`src/rtl/div_seq_if.sv`:
```
// Request/response bundle for div_seq: operands and mode in, busy/done/zero and Hi/Lo out.
interface div_seq_if #(
  parameter int unsigned WIDTH = 32
);
  logic             div_start;
  logic             div_signed;
  logic [WIDTH-1:0] A;
  logic [WIDTH-1:0] B;
  logic             busy;
  logic             div_done;
  logic             div_zero;
  logic [WIDTH-1:0] Hi;
  logic [WIDTH-1:0] Lo;

  modport master (
    output div_start, div_signed, A, B,
    input  busy, div_done, div_zero, Hi, Lo
  );

  modport slave (
    input  div_start, div_signed, A, B,
    output busy, div_done, div_zero, Hi, Lo
  );
endinterface

```
`src/rtl/div_seq.sv`:
```
// Sequential restoring divider, one quotient bit per cycle; quotient to Lo, remainder to Hi.
module div_seq #(
  parameter int unsigned WIDTH     = 32,
  parameter bit          SIGNED_EN = 1'b1
) (
  input  logic     clk,
  input  logic     reset,
  div_seq_if.slave bus
);
  localparam int unsigned CW = $clog2(WIDTH + 1);

  typedef enum logic [1:0] {IDLE, RUN, FIX} state_t;

  state_t           state_q, state_d;
  logic [CW-1:0]    cnt_q, cnt_d;
  logic             sgn_q, sgn_d;
  logic             sa_q, sa_d;
  logic             sb_q, sb_d;
  logic [WIDTH-1:0] dvd_q, dvd_d;
  logic [WIDTH-1:0] dvs_q, dvs_d;
  logic [WIDTH-1:0] quo_q, quo_d;
  logic [WIDTH-1:0] rem_q, rem_d;
  logic [WIDTH-1:0] hi_q, hi_d;
  logic [WIDTH-1:0] lo_q, lo_d;
  logic             done_q, done_d;
  logic             zero_q, zero_d;

  logic             sgn_in;
  logic [WIDTH:0]   rem_sh;

  always_comb begin
    state_d = state_q;
    cnt_d   = cnt_q;
    sgn_d   = sgn_q;
    sa_d    = sa_q;
    sb_d    = sb_q;
    dvd_d   = dvd_q;
    dvs_d   = dvs_q;
    quo_d   = quo_q;
    rem_d   = rem_q;
    hi_d    = hi_q;
    lo_d    = lo_q;
    zero_d  = zero_q;
    done_d  = 1'b0;
    sgn_in  = bus.div_signed & SIGNED_EN;
    rem_sh  = {rem_q, dvd_q[WIDTH-1]};

    unique case (state_q)
      IDLE: begin
        if (bus.div_start) begin
          if (bus.B == '0) begin
            zero_d = 1'b1;
            done_d = 1'b1;
          end else begin
            sgn_d   = sgn_in;
            sa_d    = bus.A[WIDTH-1];
            sb_d    = bus.B[WIDTH-1];
            dvd_d   = (sgn_in && bus.A[WIDTH-1]) ? -bus.A : bus.A;
            dvs_d   = (sgn_in && bus.B[WIDTH-1]) ? -bus.B : bus.B;
            rem_d   = '0;
            quo_d   = '0;
            cnt_d   = CW'(WIDTH);
            zero_d  = 1'b0;
            state_d = RUN;
          end
        end
      end
      RUN: begin
        dvd_d = {dvd_q[WIDTH-2:0], 1'b0};
        // Compare at WIDTH+1 bits; the difference always fits WIDTH bits, so a
        // WIDTH-bit subtraction is exact.
        if (rem_sh >= {1'b0, dvs_q}) begin
          rem_d = rem_sh[WIDTH-1:0] - dvs_q;
          quo_d = {quo_q[WIDTH-2:0], 1'b1};
        end else begin
          rem_d = rem_sh[WIDTH-1:0];
          quo_d = {quo_q[WIDTH-2:0], 1'b0};
        end
        cnt_d = cnt_q - CW'(1);
        if (cnt_q == CW'(1)) begin
          state_d = FIX;
        end
      end
      FIX: begin
        lo_d    = (sgn_q && (sa_q != sb_q)) ? -quo_q : quo_q;
        hi_d    = (sgn_q && sa_q) ? -rem_q : rem_q;
        done_d  = 1'b1;
        state_d = IDLE;
      end
      default: state_d = IDLE;
    endcase
  end

  always_ff @(posedge clk) begin
    if (reset) begin
      state_q <= IDLE;
      cnt_q   <= '0;
      sgn_q   <= 1'b0;
      sa_q    <= 1'b0;
      sb_q    <= 1'b0;
      dvd_q   <= '0;
      dvs_q   <= '0;
      quo_q   <= '0;
      rem_q   <= '0;
      hi_q    <= '0;
      lo_q    <= '0;
      done_q  <= 1'b0;
      zero_q  <= 1'b0;
    end else begin
      state_q <= state_d;
      cnt_q   <= cnt_d;
      sgn_q   <= sgn_d;
      sa_q    <= sa_d;
      sb_q    <= sb_d;
      dvd_q   <= dvd_d;
      dvs_q   <= dvs_d;
      quo_q   <= quo_d;
      rem_q   <= rem_d;
      hi_q    <= hi_d;
      lo_q    <= lo_d;
      done_q  <= done_d;
      zero_q  <= zero_d;
    end
  end

  assign bus.busy     = (state_q != IDLE);
  assign bus.div_done = done_q;
  assign bus.div_zero = zero_q;
  assign bus.Hi       = hi_q;
  assign bus.Lo       = lo_q;
endmodule

```
`src/flat_wrapper.sv`:
```
// flat-port wrapper written by rule: the top's interface ports become plain ports
module div_seq_flat 
#(
  parameter int unsigned WIDTH     = 32,
  parameter bit          SIGNED_EN = 1'b1
)
  (clk, reset, bus_div_start, bus_div_signed, bus_A, bus_B, bus_busy, bus_div_done, bus_div_zero, bus_Hi, bus_Lo);
  div_seq_if #(.WIDTH(WIDTH)) bus_i ();
  input  logic clk;
  input  logic reset;
  input wire logic [$bits(bus_i.div_start)-1:0] bus_div_start;
  input wire logic [$bits(bus_i.div_signed)-1:0] bus_div_signed;
  input wire logic [$bits(bus_i.A)-1:0] bus_A;
  input wire logic [$bits(bus_i.B)-1:0] bus_B;
  output wire logic [$bits(bus_i.busy)-1:0] bus_busy;
  output wire logic [$bits(bus_i.div_done)-1:0] bus_div_done;
  output wire logic [$bits(bus_i.div_zero)-1:0] bus_div_zero;
  output wire logic [$bits(bus_i.Hi)-1:0] bus_Hi;
  output wire logic [$bits(bus_i.Lo)-1:0] bus_Lo;
  assign bus_i.div_start = bus_div_start;
  assign bus_i.div_signed = bus_div_signed;
  assign bus_i.A = bus_A;
  assign bus_i.B = bus_B;
  assign bus_busy = bus_i.busy;
  assign bus_div_done = bus_i.div_done;
  assign bus_div_zero = bus_i.div_zero;
  assign bus_Hi = bus_i.Hi;
  assign bus_Lo = bus_i.Lo;
  div_seq #(.WIDTH(WIDTH), .SIGNED_EN(SIGNED_EN)) u_core (.clk(clk), .reset(reset), .bus(bus_i));
endmodule
```
`config.mk`:
```
export PLATFORM = sky130hd
export DESIGN_NAME = div_seq_flat
export DESIGN_NICKNAME = d
export VERILOG_FILES = /design/src/rtl/div_seq_if.sv /design/src/rtl/div_seq.sv /design/src/flat_wrapper.sv
export SDC_FILE = /design/constraint.sdc
export NUM_CORES = 1
export LEC_CHECK = 0
export ABC_AREA = 1
export BUFFER_PORTS_ARGS = -buffer_cell sky130_fd_sc_hd__buf_2
export CORE_ASPECT_RATIO = 1.4
export CORE_MARGIN = 2
export CORE_UTILIZATION = 55
export DETAILED_ROUTE_END_ITERATION = 12
export PLACE_DENSITY_LB_ADDON = 0.2
export SETUP_SLACK_MARGIN = 0.05
export SYNTH_ARGS = -nofsm -noshare
export SYNTH_HDL_FRONTEND = slang
export SYNTH_SLANG_ARGS = --single-unit
```
`constraint.sdc`:
```
create_clock -name clk -period 2 [get_ports clk]
set_input_delay 0.2 -clock clk [delete_from_list [all_inputs] [get_ports clk]]
set_output_delay 0.2 -clock clk [all_outputs]
set_load 0.005 [all_outputs]
```
# After elaboration in Yosys (flattened, before gate mapping)
# Index checks and enable logic that the tools add are counted.
classes:
  addsub: 6
  magnitude_cmp: 1
  n_eq_ne: 7
  muxes: 23
  n_bitwise: 1
  n_reduce_logical: 12
op_table:
  columns: ["cell", "n"]
  rows:
  - ["$mux 32", 9]
  - ["$pmux 32 s2", 3]
  - ["$neg 32->32", 4]
  - ["$ge 33x32->1", 1]
  - ["$logic_not 32->1", 1]
  - ["$sub 32x32->32", 1]
  - ["$mux 6", 2]
  - ["$pmux 6 s2", 1]
  - ["$reduce_and 3->1", 3]
  - ["$eq 6x1->1 const B", 1]
  - ["$mux 2", 3]
  - ["$sub 6x1->6 const B", 1]
  - ["$logic_and 1x1->1", 4]
  - ["$ne 2x2->1 const B", 2]
  - ["$pmux 2 s2", 1]
  - ["$reduce_bool 2->1", 2]
  - ["$mux 1", 3]
  - ["$eq 2x1->1 const B", 1]
  - ["$eq 2x2->1 const B", 1]
  - ["$logic_not 2->1", 1]
  - ["$ne 2x1->1 const B", 1]
  - ["$pmux 1 s2", 1]
  - ["$reduce_and 2->1", 1]
  - ["$ne 1x1->1", 1]
  - ["$not 1->1", 1]
totals:
  regBits: 205
  input_bits: 68
  out_inout_bits: 67
  word_cells: 63

# Longest topological paths before layout
# Gate-level depths: netlist of run 1.
logic_depth:
  word_depth: 5
  depth_mapped: 16
  mapped_depth_nobuf: 16

# Worst setup path before layout of run 1
# No wires, ideal clock.
synth_timing:
  kind: "reg-to-reg"
  start: "register u_core.rem_q[9]"
  end: "register u_core.rem_q[26]"
  setup_time_ps: 136
  t_arrival_ps: 1812
  required_ps: 1864
  path_slack_ps: 52
  stages_incl_launch_ff: 14
  path_cell_list: "dfxtp_1 ha_1 nand2_1 nor2_2 nand2_1 nor2_2 nand2_1 nor2_4 nor2_4 nand2_8 buf_12 nand3_2 nand2_1 a21oi_2"
synth_via:
  elab_chain_len: 3
synth_rtl:
  columns: ["element", "line_no", "text"]
  rows:
  - ["start, declared", "div_seq.sv:22", "logic [WIDTH-1:0] rem_q, rem_d;"]
  - ["start signal, assigned", "div_seq.sv:118", "rem_q <= rem_d;"]
  - ["$sub 32x32->32 or $ge 33x32->1 (tied branches)", "div_seq.sv:73, div_seq.sv:72", null]
  - ["$mux 32 *", "div_seq.sv:72", "if (rem_sh >= {1'b0, dvs_q}) begin"]
  - ["$pmux 32 s2 *", "div_seq.sv:48", "unique case (state_q)"]
# Every way passes the cells marked *; elsewhere a longest branch is shown, timed or not.
# A chain may end at the register's enable or synchronous reset.

# Worst setup path after layout of run 1
layout_timing:
  start: "register u_core.dvs_q[13]"
  end: "register u_core.rem_q[15]"
layout_via:
  elab_chain_len: 3
layout_rtl:
  columns: ["element", "line_no", "text"]
  rows:
  - ["start, declared", "div_seq.sv:20", "logic [WIDTH-1:0] dvs_q, dvs_d;"]
  - ["start signal, assigned", "div_seq.sv:116", "dvs_q <= dvs_d;"]
  - ["$sub 32x32->32 or $ge 33x32->1 (tied branches)", "div_seq.sv:73, div_seq.sv:72", null]
  - ["$mux 32 *", "div_seq.sv:72", null]
  - ["$pmux 32 s2 *", "div_seq.sv:48", null]
# Marks and branches as above.

==> results of run 1 <==
-- cells by family after synthesis --
logic type | Yosys count | synth area share (%)
flops | 205 | 29.62
fa+ha+maj | 39 | 3.577
xor+xnor | 88 | 5.564
simple gates | 1129 | 35.34
compound gates | 365 | 14.63
buf+inv | 381 | 11.26
-- cell usage after synthesis, types with 6 or more instances --
cell      instances  area [µm²]
buf_6             8       90.09
o21ai_1          12       60.06
inv_1           292        1096
nor4_1            6       37.54
xnor2_1          25       219.0
a21oi_1         134       670.6
nand3b_1         17       127.6
nand2_1         607        2278
a21oi_2           7       61.31
nor3_2            6       60.06
o211ai_1         13       97.59
nand3_2           9       90.09
o22ai_1          13       81.33
a31oi_1          26       162.7
o21ai_0         130       650.6
buf_2            19       95.09
nand4_1          29       181.4
xor2_1           63       551.8
clkbuf_1         47       176.4
nor2_1          218       818.3
nand2_2           9       56.30
nand3_1         179       895.9
a22oi_1           6       45.04
nor2_2           14       87.58
dfxtp_1         205        4104
nor3_1           18       90.09
ha_1             38       475.5
-- per-layer routing --
| layer | part of all wire (%) | global-route usage [%] | wire (µm) | up-vias |
|---|---|---|---|---|
| met4 | 7.2 | 19.62 | 3545 | 0 |
| met5 | 0 | 0 | 0 | - |
| met1 | 37 | 38.88 | 18520 | 7459 |
| li1 | - | - | - | 7816 |
| met3 | 6.0 | 3.067 | 2950 | 233 |
| met2 | 49 | 62.83 | 24370 | 683 |
-- power by group through the flow --
stage	logic [mW]	registers, mW	clock network, mW
floorplan	7.90	4.76	0
global placement	12.4	4.78	0
detailed placement	12.6	4.79	0
CTS	14.3	4.82	4.40
global route	18.5	4.88	4.52
finish	17.3	4.86	4.37
-- repair_timing --
item                                    4_1_cts  5_1_grt
buffers inserted                             30       21
hold buffers                                  9        0
endpoints found under the hold margin         9        0
resized for setup                           161      196
endpoints found under the setup margin       47       61
pin swaps                                    36       77
gates cloned                                  5        2
-- final cells by class --
class / count / area, µm²
diodes: 5 / 12.51
clock buffers: 29 / 628.1
clock inverters: 9 / 127.6
fillers: 1987 / 5859
inverters: 298 / 1124
multi-input cells: 1625 / 9397
flip-flops and latches: 205 / 4188
well taps: 315 / 394.1
repair buffers: 399 / 2944
-- state kept, by name, summed over array words and instances, names as in the netlist --
name / cells
u_core.bus.Lo: 32
u_core.state_q: 2
u_core.bus.div_zero: 1
u_core.sb_q: 1
u_core.bus.Hi: 32
u_core.sgn_q: 1
u_core.cnt_q: 6
u_core.bus.div_done: 1
u_core.sa_q: 1
u_core.quo_q: 32
u_core.dvs_q: 32
u_core.rem_q: 32
u_core.dvd_q: 32
-- per-stage QoR --
stage | std cells | util (%)
floorplan | 2207 | -
global placement | 2776 | 65.33
detailed placement | 2776 | 65.33
CTS | 2858 | 73.12
global route | 2885 | 76.25
finish | 2885 | 76.25
-- critical path: stages (launching register included) --
cell and delay [ps]:
dfxtp_1 330, inv_1 80, ha_4 300, nand2_2 90, buf_4 160, inv_1 40
nand2_1 60, nand2_2 100, inv_1 50, nand2_1 180, inv_1 90, nand2_2 170
xnor2_1 160, nand2_1 70, nand3_1 100, a21oi_1 90
-- how the worst min path moves through the flow --
stage,startpoint,end,cells past startpoint
floorplan,bus_A[31],u_core.sa_q$_SDFFE_PP0P_,2
global placement,u_core.dvd_q[10]$_SDFFE_PP0P_,u_core.dvd_q[11]$_SDFFE_PP0P_,2
detailed placement,u_core.dvd_q[10]$_SDFFE_PP0P_,u_core.dvd_q[11]$_SDFFE_PP0P_,2
CTS,bus_A[12],u_core.dvd_q[12]$_SDFFE_PP0P_,4
global route,bus_B[22],u_core.dvs_q[22]$_SDFFE_PP0P_,3
finish,bus_A[28],u_core.dvd_q[28]$_SDFFE_PP0P_,4
==> impl_metrics.ini, run 1 <==
[status]
status = complete, but fails checks
violations = negative setup slack

[flow_run]
max-cap-violations = 0

[worst_setup_path]
arrival_ps = 2620
crit_start = u_core.dvs_q[13]$_SDFFE_PP0P_
rr_startpoint = u_core.dvs_q[13]$_SDFFE_PP0P_
r2r_end = u_core.rem_q[15]$_SDFFE_PP0P_
critical_path_required_ps = 2380
crit_path_end = u_core.rem_q[15]$_SDFFE_PP0P_
ff2ff_path_depth = 15
worst_setup_path_end_kind = flip-flop
path_max_fanout = 4
crit_type = flip-flop to flip-flop
ff2ff_setup_slack_ps = -250
critPathLaunchType = flip-flop

[timing]
fin_hold_ws_ps = 11.06
hold_viol = 0
max_clock_freq_ghz = 0.4454
finalClockSkew_ps = 17.64
period_needed_ps = 2245
fin_tns_setup_ps = -2711
rsz0062_at_grt = true
relSlewSlack_pct = 35.64
final.setup.worst_slack_ps = -245.0
worst_pin_slew_ps = 964.3
finalSetupViolCount = 32
fin_crit_sh_pct = 112.3
finalMaxSlewViolations = 0

[clock_network]
clkLatencyLatePin_ps = 530
cts.clk_slew.worst_paths_ps = 60
cts_buffer_depth = 3
cts_tree = yes
cts_root_buf = clkbuf_16
htreeDepth = 1
cts_sinks = 205
cts_buffers = 23

[floorplanning]
dieWidth_um = 138.1
start_util_pct = 56.15
coreArea_um2 = 24670
rows = 68
pin_count = 135
die_area_um2 = 26490
die_h_um = 191.8

[layout]
layout_commonest_cell = nand2_1
drive_above_1_share_pct = 29.86
syn2layout_area_growth_pct = 35.81
final_cell_mix = 531 x nand2_1, 257 x inv_1, 228 x buf_4
nNetsFinal = 2659
fin_area_um2 = 18810

[logic_synthesis]
synth_edf_count = 0
synth_warnings = 0
ys_seq_area_share_pct = 29.62
ys.flop_type = dfxtp_1
synth_nets = 2314
syn_area_um2 = 13850
synth.avg_cell_area_um2 = 6.277
synth_seq_cells = 205
netlist_instances = 2207
async_reset_ff_share_pct = 0
ys_types = 50

[placed_design]
port-buffer-count = 134
dp_hpwl_mm = 34.56
dp_slack_ps = -496.5
place_area_um2 = 16120
gp_congestion = 0.9848

[detailed_routing]
post_drt_wl_per_cell_um = 17.12
vias_per_cell = 5.612
dr_total_vias = 16190
wirelength_mm = 49.38
first_pass_iters = 9
ant_nets = 0
drt_iter0_drc = 1108
drc = 0

[power]
clock_power_share_pct = 16.4
p_int_mw = 14.55
seqPwrFrac_pct = 18.3
power.leakage_nw = 9.146
p_sw_share_pct = 45.24
p_per_area_nw_per_um2 = 1413
power_mw = 26.58
p_sw_mw = 12.02
peakVddDrop_mv = 1.192
comb_power_share_pct = 65.2

[global_routing]
grt_first_pass_wirelength_mm = 74.11
grt-ovfl-total = 0
grt_start_max_net_pins = 104
grt_pass1_vias = 15050
antenna_found_initial = 4
globalRouteTotalUtil_pct = 34.21

[worst_hold_path]
worstHoldPathType = primary input to flip-flop
(Power assumes the default switching activity.)
==> run 2, diff against run 1 <==
--- a/config.mk
+++ b/config.mk
@@ -5,11 +5,9 @@
 export SDC_FILE = /design/constraint.sdc
 export NUM_CORES = 1
 export LEC_CHECK = 0
-export ABC_AREA = 1
 export BUFFER_PORTS_ARGS = -buffer_cell sky130_fd_sc_hd__buf_2
 export CORE_ASPECT_RATIO = 1.4
-export CORE_MARGIN = 2
-export CORE_UTILIZATION = 55
+export CORE_UTILIZATION = 54
 export DETAILED_ROUTE_END_ITERATION = 12
 export PLACE_DENSITY_LB_ADDON = 0.2
 export SETUP_SLACK_MARGIN = 0.05
==> impl_metrics.ini, run 2 <==
[clock_network]
clkLatencyLatePin_ps = 520
cts_buffers = 21
htreeDepth = 1
cts.clk_slew.worst_paths_ps = 70
cts_buffer_depth = 3
cts_tree = yes
cts_root_buf = clkbuf_16
cts_sinks = 205

[logic_synthesis]
synth.top_cells.by_count = 205 x dfxtp_1, 173 x nor2_1, 128 x nand2_1, 90 x a21oi_1, 80 x o21ai_0
ys_seq_area_share_pct = 35.28
synth.avg_cell_area_um2 = 8.105
async_reset_ff_share_pct = 0
netlist_instances = 1435
synth_top_area_share_pct = 35.28
ys.flop_type = dfxtp_1
synth_nets = 1542
synth_warnings = 0
yosysTopAreaCell = dfxtp_1
syn_area_um2 = 11630
yosysMostFrequentCell = dfxtp_1
synth_seq_cells = 205
ys_types = 72
synth_edf_count = 0
synth.area.top_cells = dfxtp_1 35%, xnor2_1 5.6%, nor2_1 5.6%, xor2_1 4.8%, a211oi_1 4.6%

[worst_setup_path]
crit_type = flip-flop to flip-flop
ff2ff_path_depth = 12
cp_cell_sequence = ha_4 > nand4_1 > o221ai_2 > a311oi_2 > a2111oi_4 > buf_4 > o311ai_4 > a2bb2oi_4 > buf_6 > buf_12 > mux2i_1 > o21ai_0
critical_path_required_ps = 2380
arrival_ps = 3330
critPathLaunchType = flip-flop
cp.depth = 12
cp_top_family = compound AO/OA/AOI/OAI gates
worst_setup_path_end_kind = flip-flop
cp_slowest_stage_delay_ps = 370
path_max_fanout = 8
slowest_stage = dfxtp_1
critical_path_buf_inv_count = 3

[layout]
layout_commonest_cell = buf_4
drive_above_1_share_pct = 40.51
syn2layout_area_growth_pct = 49.90
final_cell_mix = 343 x buf_4, 181 x dfxtp_1, 162 x nor2_1
fin_area_um2 = 17440
diodes = 0
fillers = 1272
nNetsFinal = 1983

[detailed_routing]
post_drt_wl_per_cell_um = 17.97
drc = 0
wirelength_mm = 38.66
drt_iter0_drc = 1135
first_pass_iters = 6
dr_total_vias = 12840
vias_per_cell = 5.970
ant_nets = 0

[flow_run]
max-cap-violations = 0

[power]
power_mw = 11.31
power.leakage_nw = 7.250
p_per_area_nw_per_um2 = 648.9
peakVddDrop_mv = 0.6569

[timing]
finalMaxSlewViolations = 0
max_clock_freq_ghz = 0.3395
relSlewSlack_pct = 55.35
rsz0062_at_grt = true
finalSetupViolCount = 56
worst_pin_slew_ps = 668.2
period_needed_ps = 2945
hold_viol = 0
fin_hold_ws_ps = 18.96
fin_crit_sh_pct = 147.3
finalClockSkew_ps = 21.58
final.setup.worst_slack_ps = -945.2

[floorplanning]
rows = 63
pin_count = 135
dieWidth_um = 126.0
coreArea_um2 = 21130
die_area_um2 = 22140
die_h_um = 175.7
start_util_pct = 55.06

[placed_design]
place_area_um2 = 15310
gp_congestion = 0.9247
dp_hpwl_mm = 25.34
dp_slack_ps = -866.9
port-buffer-count = 134

[status]
violations = negative setup slack
status = complete, but fails checks

[worst_hold_path]
worstHoldPathType = primary input to flip-flop
holdPathStages = 4

[global_routing]
antenna_found_initial = 0
grt_start_max_net_pins = 107
grt_first_pass_wirelength_mm = 59.48
grt-ovfl-total = 0
globalRouteTotalUtil_pct = 32.48
grt_pass1_vias = 12120
## run 2: worst min-delay path, stage by stage
cell     delay (ps)
buf_2           100
xor2_1           70
nand2_1          70
a21oi_1          60
## run 2: layout make-up
cell class | count | area [µm²] | area share, %
Clock buffer | 29 | 616.8 | 3.538
Sequential cell | 205 | 4146 | 23.78
Multi-Input combinational cell | 1074 | 8144 | 46.71
Tap cell | 260 | 325.3 | 1.866
Clock inverter | 9 | 153.9 | 0.8827
Timing Repair Buffer | 513 | 3820 | 21.91
Inverter | 61 | 229.0 | 1.313
## run 2: per-layer routing
| layer | global-route usage, % | routed length (µm) | vias to the layer above |
|---|---|---|---|
| met3 | 3.777 | 2219 | 140 |
| li1 | - | - | 6098 |
| met4 | 12.95 | 1587 | 0 |
| met5 | 0 | 0 | - |
| met1 | 40.23 | 15630 | 6098 |
| met2 | 57.11 | 19220 | 505 |
## run 2: power breakdown
group	switching [mW]	internal, mW	total [mW]	leakage, nW
registers	0.0963	4.24	4.34	1.68
logic	1.35	1.23	2.58	5.20
clock network	1.71	2.68	4.39	0.373
## run 2: cell families after synthesis
kind of cell	count (synthesis)	synth area share [%]
buffers and inverters	157	5.293
AO/OA/AOI/OAI	409	24.27
multiplexers	24	2.065
AND/OR/NAND/NOR	462	18.36
flip-flops	205	35.28
adder cells (fa/ha/maj)	39	4.260
XOR/XNOR	139	10.47
## run 2: worst paths after layout
check	endpoint	startpoint	slack (ps)
setup reg to reg	u_core.rem_q[23]$_SDFFE_PP0P_	u_core.rem_q[8]$_SDFFE_PP0P_	-950
hold reg to reg	u_core.bus.Lo[22]$_SDFFE_PP0P_	u_core.bus.Lo[22]$_SDFFE_PP0P_	460
hold / removal	u_core.dvs_q[30]$_SDFFE_PP0P_	bus_B[30]	20
setup / recovery	u_core.rem_q[23]$_SDFFE_PP0P_	u_core.rem_q[8]$_SDFFE_PP0P_	-950
## run 2: repair_timing
action,4_1_cts,5_1_grt
pin swaps,61,62
cloned,2,2
hold endpoints to repair,8,0
endpoints found under the setup margin,69,105
hold buffers,3,0
resized for setup,145,87
buffers inserted,24,17
## run 2: per-stage QoR
stage	util, %	TNS (ps)	std cells
floorplan	-	-25480	1435
global placement	72.49	-55950	2071
detailed placement	72.49	-64420	2071
CTS	80.31	-27600	2136
global route	82.53	-39510	2151
finish	82.53	-34340	2151
==> run 3, diff against run 2 <==
==> constraint.sdc (replaced) <==
create_clock -name clk -period 2 [get_ports clk]
set_input_delay 0.1 -clock clk [delete_from_list [all_inputs] [get_ports clk]]
set_output_delay 0.1 -clock clk [all_outputs]
set_load 0.005 [all_outputs]
==> impl_metrics.ini, run 3 (synthesized netlist as in run 2, its figures left out) <==
[status]
status = complete, but fails checks
violations = negative setup slack

[timing]
max_clock_freq_ghz = 0.3567
hold_viol = 0
finalMaxSlewViolations = 0
rsz0062_at_grt = true
fin_crit_sh_pct = 140.2
finalSetupViolCount = 56
fin_hold_ws_ps = 18.45
worst_pin_slew_ps = 713.2
final.setup.worst_slack_ps = -803.2
finalClockSkew_ps = 15.92
period_needed_ps = 2803
relSlewSlack_pct = 52.45
fin_tns_setup_ps = -29820

[detailed_routing]
post_drt_wl_per_cell_um = 17.14
dr_total_vias = 12530
first_pass_iters = 9
ant_nets = 0
vias_per_cell = 5.871
wirelength_mm = 36.60
drt_iter0_drc = 905
drc = 0

[worst_setup_path]
slowest_stage = o311ai_0
ff2ff_path_depth = 11
worst_setup_path_end_kind = flip-flop
critPathLaunchType = flip-flop
cp_top_family = compound AO/OA/AOI/OAI gates
cp_cell_sequence = ha_4 > buf_4 > a21oi_2 > o221ai_2 > a311oi_2 > a2111oi_4 > o311ai_2 > a2bb2oi_4 > buf_6 > buf_12 > o311ai_0
path_max_fanout = 11
critical_path_buf_inv_count = 3
r2r_end = u_core.rem_q[15]$_SDFFE_PP0P_
arrival_ps = 3160
rr_startpoint = u_core.rem_q[11]$_SDFFE_PP0P_
critical_path_required_ps = 2360
cp_slowest_stage_delay_ps = 390
crit_type = flip-flop to flip-flop
ff2ff_setup_slack_ps = -800

[layout]
final_cell_mix = 318 x buf_4, 181 x dfxtp_1, 166 x nor2_1
layout_commonest_cell = buf_4
diodes = 0
final_util_pct = 80.22
syn2layout_area_growth_pct = 45.71
drive_above_1_share_pct = 36.85
nNetsFinal = 1969
fillers = 1380
fin_cells = 2135

[clock_network]
clkLatencyLatePin_ps = 510
htreeDepth = 1
cts_buffers = 21
cts_tree = yes
cts_sinks = 205
cts_buffer_depth = 3
cts.clk_slew.worst_paths_ps = 70
cts_root_buf = clkbuf_16

[power]
peakVddDrop_mv = 0.5888
p_int_mw = 7.655
seqPwrFrac_pct = 40.5
comb_power_share_pct = 23.3
clock_power_share_pct = 36.2
p_sw_share_pct = 28.43
power.leakage_nw = 7.089
p_sw_mw = 3.041
p_per_area_nw_per_um2 = 631.1

[worst_hold_path]
worstHoldPathType = primary input to flip-flop
hp-start = bus_B[1]
holdPathStages = 4
holdPathEnd = u_core.dvs_q[1]$_SDFFE_PP0P_

[floorplanning]
dieWidth_um = 126.0
die_h_um = 175.7
pin_count = 135
coreArea_um2 = 21130
rows = 63
start_util_pct = 55.06
die_area_um2 = 22140

[global_routing]
grtUsageMet1_pct = 38.19
grt_util_met2_pct = 56.56
grt_pass1_vias = 11950
grt_first_pass_wirelength_mm = 57.15
grtUsageMet3_pct = 3.259
grt-busiest-layer = met2
antenna_found_initial = 0
globalRouteTotalUtil_pct = 31.14
grt_start_max_net_pins = 112
grt-ovfl-total = 0

[placed_design]
port-buffer-count = 134
dp_hpwl_mm = 25.24
dp_cells = 2051
gp_congestion = 0.9134

[flow_run]
max-cap-violations = 0
==> run 3: timing repair <==
action / 4_1_cts / 5_1_grt
hold buffers: 18 / 0
cloned: 1 / 1
endpoints found under the setup margin: 66 / 91
setup buffers: 19 / 16
endpoints found under the hold margin: 20 / 0
gates resized for setup: 98 / 96
pin swaps: 49 / 57
==> run 3: how the worst max path moves through the flow <==
stage | from | to | slack, ps | cells after the start
5_1_grt | u_core.dvs_q[24]$_SDFFE_PP0P_ | u_core.rem_q[15]$_SDFFE_PP0P_ | -1010 | 11
2_1_floorplan | u_core.rem_q[11]$_SDFFE_PP0P_ | u_core.rem_q[11]$_SDFFE_PP0P_ | -590 | 12
6_report | u_core.rem_q[11]$_SDFFE_PP0P_ | u_core.rem_q[15]$_SDFFE_PP0P_ | -800 | 11
4_1_cts | u_core.dvs_q[6]$_SDFFE_PP0P_ | u_core.rem_q[19]$_SDFFE_PP0P_ | -740 | 13
3_5_place_dp | u_core.dvs_q[10]$_SDFFE_PP0P_ | u_core.rem_q[16]$_SDFFE_PP0P_ | -860 | 11
3_3_place_gp | u_core.dvs_q[10]$_SDFFE_PP0P_ | u_core.rem_q[11]$_SDFFE_PP0P_ | -760 | 11
==> run 3: metal layers <==
metal	vias to the layer above	wire [µm]
li1	6054	-
met1	5903	15010
met2	483	18260
met3	94	2154
met4	0	1177
met5	-	0
==> run 3: metrics by stage <==
step / total power [mW] / worst slack, ps / cell area (µm²)
floorplan: 5.666 / -587.6 / 12040
global placement: 6.613 / -762.7 / 15080
detailed placement: 6.664 / -860.2 / 15080
CTS: 10.60 / -743.2 / 16480
global route: 11.12 / -1012 / 16950
finish: 10.70 / -803.2 / 16950
==> run 3: power groups by stage <==
stage	Sequential (mW)	Combinational [mW]	Clock (mW)
floorplan	4.40	1.26	0
global placement	4.41	2.20	0
detailed placement	4.42	2.24	0
CTS	4.33	2.37	3.89
global route	4.35	2.68	4.08
finish	4.34	2.49	3.87
==> run 3: worst min-delay path, delay by kind of cell <==
kind	cells	cell delay (ps)
buffers and inverters	2	250
AND/OR/NAND/NOR	1	50
AO/OA/AOI/OAI	1	80
==> run 3: final cells by class <==
type / instances / area [µm²] / area share [%]
Multi-Input combinational cell: 1073 / 7879 / 46.49
Sequential cell: 205 / 4144 / 24.45
Timing Repair Buffer: 500 / 3704 / 21.85
Clock buffer: 28 / 591.8 / 3.492
Tap cell: 260 / 325.3 / 1.920
Inverter: 61 / 229.0 / 1.351
Clock inverter: 8 / 75.07 / 0.4430
